[config.mk]
export PLATFORM = sky130hd
export DESIGN_NAME = bit_stuff_serializer
export DESIGN_NICKNAME = d
export VERILOG_FILES = /design/src/rtl/bit_stuff_pkg.sv /design/src/rtl/ones_run_counter.sv /design/src/rtl/bit_stuff_serializer.sv
export SDC_FILE = /design/constraint.sdc
export NUM_CORES = 1
export LEC_CHECK = 0
export CAP_MARGIN = 15
export CORE_MARGIN = 8
export CORE_UTILIZATION = 40
export DETAILED_ROUTE_END_ITERATION = 8
export GPL_ROUTABILITY_DRIVEN = 0
export GPL_TIMING_DRIVEN = 0
export HOLD_SLACK_MARGIN = 0.12
export PLACE_DENSITY = 0.69
export SYNTH_ARGS = -nofsm -noshare
export SYNTH_HDL_FRONTEND = slang
export SYNTH_SLANG_ARGS = --single-unit
[constraint.sdc]
create_clock -name clk -period 3.72 [get_ports clk]
set_input_delay 0.744 -clock clk [delete_from_list [all_inputs] [get_ports clk]]
set_output_delay 0.744 -clock clk [all_outputs]
set_load 0.1 [all_outputs]
[src/rtl/bit_stuff_pkg.sv]
// bit_stuff_pkg: shared FSM state type and default sizing for the bit-stuffing serializer
package bit_stuff_pkg;
  typedef enum logic [1:0] {IDLE, SHIFT, STUFF} state_t;
  localparam int DATA_W_DEF = 8;
  localparam int RUN_LEN_DEF = 5;
endpackage

[src/rtl/ones_run_counter.sv]
// ones_run_counter: tracks the current run of emitted 1s and flags the bit that completes a full run
module ones_run_counter import bit_stuff_pkg::*; #(
  parameter int RUN_LEN = RUN_LEN_DEF
) (
  input  logic clk,
  input  logic rst,
  input  logic bitValid,
  input  logic bitVal,
  input  logic clear,
  output logic runDone
);
  localparam int W = $clog2(RUN_LEN + 1);
  logic [W-1:0] cnt;
  assign runDone = bitValid & bitVal & (cnt == W'(RUN_LEN - 1));
  // count emitted 1s, any emitted 0 (data or stuff) or an IDLE entry restarts the run
  always_ff @(posedge clk or posedge rst)
    if (rst) cnt <= '0;
    else if (clear) cnt <= '0;
    else if (bitValid) cnt <= bitVal ? cnt + W'(1) : '0;
endmodule

[src/rtl/bit_stuff_serializer.sv]
// bit_stuff_serializer: LSB-first word serializer that stuffs a 0 after every RUN_LEN consecutive 1s
module bit_stuff_serializer import bit_stuff_pkg::*; #(
  parameter int DATA_W = DATA_W_DEF,
  parameter int RUN_LEN = RUN_LEN_DEF
) (
  input  logic              clk,
  input  logic              rst,
  input  logic [DATA_W-1:0] dataIn,
  input  logic              inValid,
  output logic              inReady,
  output logic              serOut,
  output logic              serValid
);
  localparam int CW = $clog2(DATA_W + 1);
  state_t state, state_next;
  logic [DATA_W-1:0] shift_reg;
  logic [CW-1:0] bit_cnt;
  logic data_bit, run_done, last, remain, accept;
  assign data_bit = (state == SHIFT) & shift_reg[0];
  assign last = bit_cnt == CW'(DATA_W - 1);
  assign remain = bit_cnt != CW'(DATA_W);
  assign accept = inValid & inReady;
  ones_run_counter #(.RUN_LEN(RUN_LEN)) u_ones (
    .clk(clk),
    .rst(rst),
    .bitValid(state != IDLE),
    .bitVal(data_bit),
    .clear(state_next == IDLE),
    .runDone(run_done)
  );
  // state register
  always_ff @(posedge clk or posedge rst)
    if (rst) state <= IDLE;
    else state <= state_next;
  // next state: a finished word either chains straight into the next one or drops to IDLE
  always_comb begin
    state_next = IDLE;
    case (state)
      IDLE:  state_next = accept ? SHIFT : IDLE;
      SHIFT: state_next = run_done ? STUFF : (last & ~inValid) ? IDLE : SHIFT;
      STUFF: state_next = (remain | inValid) ? SHIFT : IDLE;
      default: state_next = IDLE;
    endcase
  end
  // outputs: ready only where the current cycle closes out a word
  always_comb begin
    serOut = data_bit;
    serValid = state != IDLE;
    inReady = (state == IDLE) | ((state == SHIFT) & last & ~run_done) | ((state == STUFF) & ~remain);
  end
  // shift register and data bit counter; a new word overrides the final shift
  always_ff @(posedge clk or posedge rst)
    if (rst) begin
      shift_reg <= '0;
      bit_cnt <= '0;
    end else if (accept) begin
      shift_reg <= dataIn;
      bit_cnt <= '0;
    end else if (state == SHIFT) begin
      shift_reg <= shift_reg >> 1;
      bit_cnt <= bit_cnt + CW'(1);
    end
endmodule

# After elaboration in Yosys (flattened, before gate mapping)
# Index checks and enable logic that the tools add are counted.
# word_totals
regBits,17
latch_bits,0
ramBits,0
romBits,0
inputBits,11
output_inout_bits,3
elab_cells,42
n_memories,0
# op_classes
n_addsub,2
multipliers,0
div_mod_pow,0
magnitude_cmp,0
eq_ne,5
shifts,0
muxes,12
n_bitwise,14
reduce_logical,5
# ops
op,count
8-bit 2-to-1 mux,2
3-bit 2-to-1 mux,3
1-bit bitwise AND,8
4-bit 2-to-1 mux,2
2-bit case mux with 3 select lines,1
2-bit nonzero test,3
4-bit by 1-bit adder with 4-bit output (second input constant),1
4-bit by 3-bit == test with 1-bit output (second input constant),1
2-bit logical NOT,2
4-bit != test (second input constant),1
3-bit by 1-bit adder with 3-bit output (second input constant),1
3-bit == test (second input constant),1
1-bit 2-to-1 mux,3
1-bit inverter,3
1-bit OR,3
2-bit by 1-bit == test with 1-bit output (second input constant),1
2-bit == test (second input constant),1
2-bit 2-to-1 mux,1

# Depth between registers and ports, before layout
# logic_depth
ltp_word,13
mapped_depth,7
depth_no_buf,6

# Hierarchy
# From an unflattened synthesis, not the netlist that was laid out.
# unflattened
cells_unflattened,97
area_unflattened_um2,1003.5
# by_module_without_submodules
mod,n_inst,cells_each,area_each_um2,seq_area_each_um2
bit_stuff_serializer,1,78,818.3,350.3
ones_run_counter,1,19,185.2,75.1

# Least setup slack after synthesis
# Ideal clock, no wire load.
# synth_path
kind,reg2out
startpoint,reg u_ones.cnt[0]
endpoint,out inReady
t_arrival_ns,1.753
t_required_ns,2.976
setup_slack_ns,1.223
stages_incl_launch_ff,6
n_path_buf,0
cell_sequence,dfrtp_1 > inv_1 > ha_1 > and3_4 > o21ai_4 > and2_1
# synth_via
elab_chain_len,6
# synth_lines
item,line,source
from (decl),ones_run_counter.sv:13,logic [W-1:0] cnt;
from (signal assigned),ones_run_counter.sv:19,else if (bitValid) cnt <= bitVal ? cnt + W'(1) : '0;
3-bit == test,ones_run_counter.sv:14,assign runDone = bitValid & bitVal & (cnt == W'(RUN_LEN - 1));
1-bit bitwise AND,ones_run_counter.sv:14,
1-bit inverter,bit_stuff_serializer.sv:49,inReady = (state == IDLE) | ((state == SHIFT) & last & ~run_done) | ((state == STUFF) & ~remain);
1-bit bitwise AND,bit_stuff_serializer.sv:49,
1-bit OR (2 in a row),bit_stuff_serializer.sv:49,
to (decl),bit_stuff_serializer.sv:10,"output logic inReady,"
# Every way passes these cells.

# Worst setup path after layout
# layout_path
startpoint,reg bit_cnt[0]
endpoint,out inReady
# layout_via
elab_chain_len,5
elab_cells_between_ends,8
cone_classes,2 x eq/ne; 6 x bitwise
# layout_lines
item,line,source
from (decl),bit_stuff_serializer.sv:17,logic [CW-1:0] bit_cnt;
from (signal assigned),bit_stuff_serializer.sv:61,bit_cnt <= bit_cnt + CW'(1);
4-bit by 3-bit == test with 1-bit output,bit_stuff_serializer.sv:20,assign last = bit_cnt == CW'(DATA_W - 1);
1-bit bitwise AND (2 in a row),bit_stuff_serializer.sv:49,
1-bit OR,bit_stuff_serializer.sv:49,
1-bit OR (*),bit_stuff_serializer.sv:49,
# Mark *: on every way between the ends. The rest lies on a longest branch, timed or not.

==> flow_summary.json <==
{
  "status": "completed",
  "cts_hold_buffers": 0,
  "drive_gt1_share_pct": 18.3,
  "critPathKind": "reg2out",
  "fin_setup_tns_ns": 0,
  "yosys_most_used_dff": "dfrtp_1",
  "grt_pass1_vias": 910,
  "rsz0062_at_grt": "no",
  "worstHoldPathCells": 1,
  "synth_edf_count": 0,
  "synth_top_cells_by_area": "dfrtp_1, mux2i_1, o21ai_2",
  "dp.final_hpwl_mm": 1.55,
  "finalSetupViolations": 0,
  "antenna_left": 0,
  "cts.path.max_buffers": 2,
  "dieArea_um2": 4500,
  "dr.pass1.iters": 4,
  "p_leak_nw": 0.600,
  "area_growth_pct": 18.6,
  "yosys.area.top_type": "dfrtp_1",
  "ctsResizeCount": 0,
  "hold_start": "shift_reg[7]",
  "required_ns": 2.98,
  "avgSynthCellArea_um2": 10.6,
  "path_max_fanout": 10,
  "insertion_delay_ns": 0.29,
  "fmax_mhz": 290,
  "dr.first_iter.drc_count": 17,
  "critical_path.cell_chain": "inv_1 > ha_1 > nand3b_4 > o21ai_4 > and2_1 > clkdlybuf4s50_1",
  "vias": 779,
  "slowest_stage": "clkdlybuf4s50_1",
  "syn_area_um2": 1040,
  "worstHoldEndpoint": "shift_reg[7]",
  "largest_reg_flops": 8,
  "drcViolationCount": 0,
  "grt_overflow": 0,
  "muxShareOfSynthArea_pct": 7.67,
  "timing.rr.end": "shift_reg[6]",
  "synth_fa_ha_area_share_pct": 4.80,
  "io-pin-count": 14,
  "grt_use_total_pct": 10.5,
  "crit_arrival_ns": 2.70,
  "clk_pin_slew_ns": 0.10,
  "routed_wl_mm": 2.03,
  "cts_tree": "built",
  "path_buf_inv": 2,
  "antennaDiodeCount": 0,
  "ys_seq_area_share_pct": 40.8,
  "ff2ff_setup_slack_ns": 2.04,
  "r2r_cells": 7,
  "grt_max_degree": 18,
  "worst_pin_slew_ns": 0.969,
  "post-cts-setup-buffers": 0,
  "maxSlewHeadroom_pct": 35.2,
  "htree_num_levels": 1,
  "synthXorXnorAreaFrac_pct": 1.68,
  "antenna_found_initial": 0,
  "path_depth": 6,
  "synth.most_common_cell": "dfrtp_1",
  "rows": 18,
  "synthCells": 98,
  "period_share_pct": 92.7,
  "start_util_pct": 42.1,
  "synthSimpleGateAreaFrac_pct": 20.9,
  "fin_nets": 131,
  "hold_class": "reg2reg",
  "dp_slack_ns": 0.595,
  "hold-worst-slack_ns": 0.528,
  "ys.warnings.count": 0,
  "critPathCaptureType": "output pin",
  "yosysTopAreaCellShare_pct": 40.8,
  "ys_types": 31,
  "grt_pass1_wl_mm": 3.76,
  "syn-num-nets": 113,
  "synth_top_cells_by_count": "dfrtp_1, mux2i_1, nand4_1",
  "cts_buffers": 3,
  "synth_seq_cells": 17,
  "cpPeakStageDelay_ns": 1.13,
  "vias_per_cell": 5.37,
  "start_kind": "flop",
  "synth_compound_area_share_pct": 18.0,
  "io_buffers": 13,
  "synthArstFlopShare_pct": 100,
  "fp.dieH_um": 67.1,
  "clockRootBuffer": "clkbuf_4",
  "clock_sinks": 17,
  "finalCriticalPeriod_ns": 3.45,
  "maxCapViolations": 0,
  "slew_violations": 0,
  "critPathTopFamily": "buffers and inverters",
  "synth_top_family_by_area": "simple AND/OR/NAND/NOR gates",
  "rr_startpoint": "bit_cnt[0]",
  "irDropWorstVdd_v": 0.000468,
  "fin_ws_ns": 0.271,
  "die_x_um": 67.1,
  "finalHoldViolCount": 0,
  "powerDensity_nw_per_um2": 662,
  "wl_per_cell_um": 14.0,
  "core-area_um2": 2480,
  "fin_skew_ns": 0.00737
}
[how the worst max path moves through the flow]
stage / from / endpoint / slack [ns]
floorplan: u_ones.cnt[0] / inReady / 1.22
global placement: bit_cnt[0] / inReady / 0.61
detailed placement: bit_cnt[0] / inReady / 0.60
CTS: bit_cnt[0] / inReady / 0.24
global route: bit_cnt[0] / inReady / 0.15
finish: bit_cnt[0] / inReady / 0.27
[worst reg2reg max path, cell delays in order (launching register included)]
cell      delay, ns
dfrtp_1        0.45
inv_1          0.08
ha_1           0.20
nand3b_4       0.11
o21ai_4        0.26
and3_4         0.25
buf_8          0.15
o21ai_2        0.07
[cell usage in the layout (no fill, tap or decap), drive strengths merged]
master and instances:
nand3b 2, o311ai 1, mux2i 8, nor2 6, buf 4, nor2b 3
dfrtp 17, ha 4, nand3 3, a22o 1, nand2 3, a21oi 4
o32ai 1, a21o 1, o2111ai 1, and3 2, nand4 8, o21ai 11
xor2 2, inv 6, or2 1, a211oi 1, clkdlybuf4s50 13, nand2b 2
o2bb2ai 1, clkbuf 6, and2 2, or3 1
[area by class of cell]
cell class,instances,area (um2)
Tap cell,30,37.5
Multi-Input combinational cell,69,553
Fill cell,255,1240
Inverter,6,22.5
Timing Repair Buffer,13,130
Buffer,6,42.5
Sequential cell,17,425
Clock buffer,4,26.3
[through the flow]
stage | std cells | power (mW) | util [%] | cell area [um2]
after global placement | 141 | 0.717 | 48.9 | 1210
after CTS | 145 | 0.833 | 49.9 | 1240
after global routing | 145 | 0.891 | 49.9 | 1240
final | 145 | 0.819 | 49.9 | 1240
after detailed placement | 141 | 0.729 | 48.9 | 1210
after floorplan | 98 | 0.638 | - | 1040
[per-layer routing]
layer	GRT usage, %	part of all wire, %	vias to the layer above
li1	-	-	387
met1	11.8	45	377
met2	18.9	51	11
met3	2.01	2.7	4
met4	3.92	1.1	0
met5	0	0	-
[power breakdown]
part           total, mW  switching (mW)  internal [mW]
combinational      0.423           0.252          0.171
sequential         0.297          0.0523          0.245
clock             0.0990          0.0574         0.0416
[cells by family (layout without fill, tap and decap cells)]
kind of cell | Yosys count | after routing
mux | 8 | 8
compound gates | 22 | 22
flops | 17 | 17
buf+inv | 12 | 29
fa+ha+maj | 4 | 4
simple gates | 33 | 33
xor+xnor | 2 | 2
No activity file was read; power rests on OpenSTA's default activity.
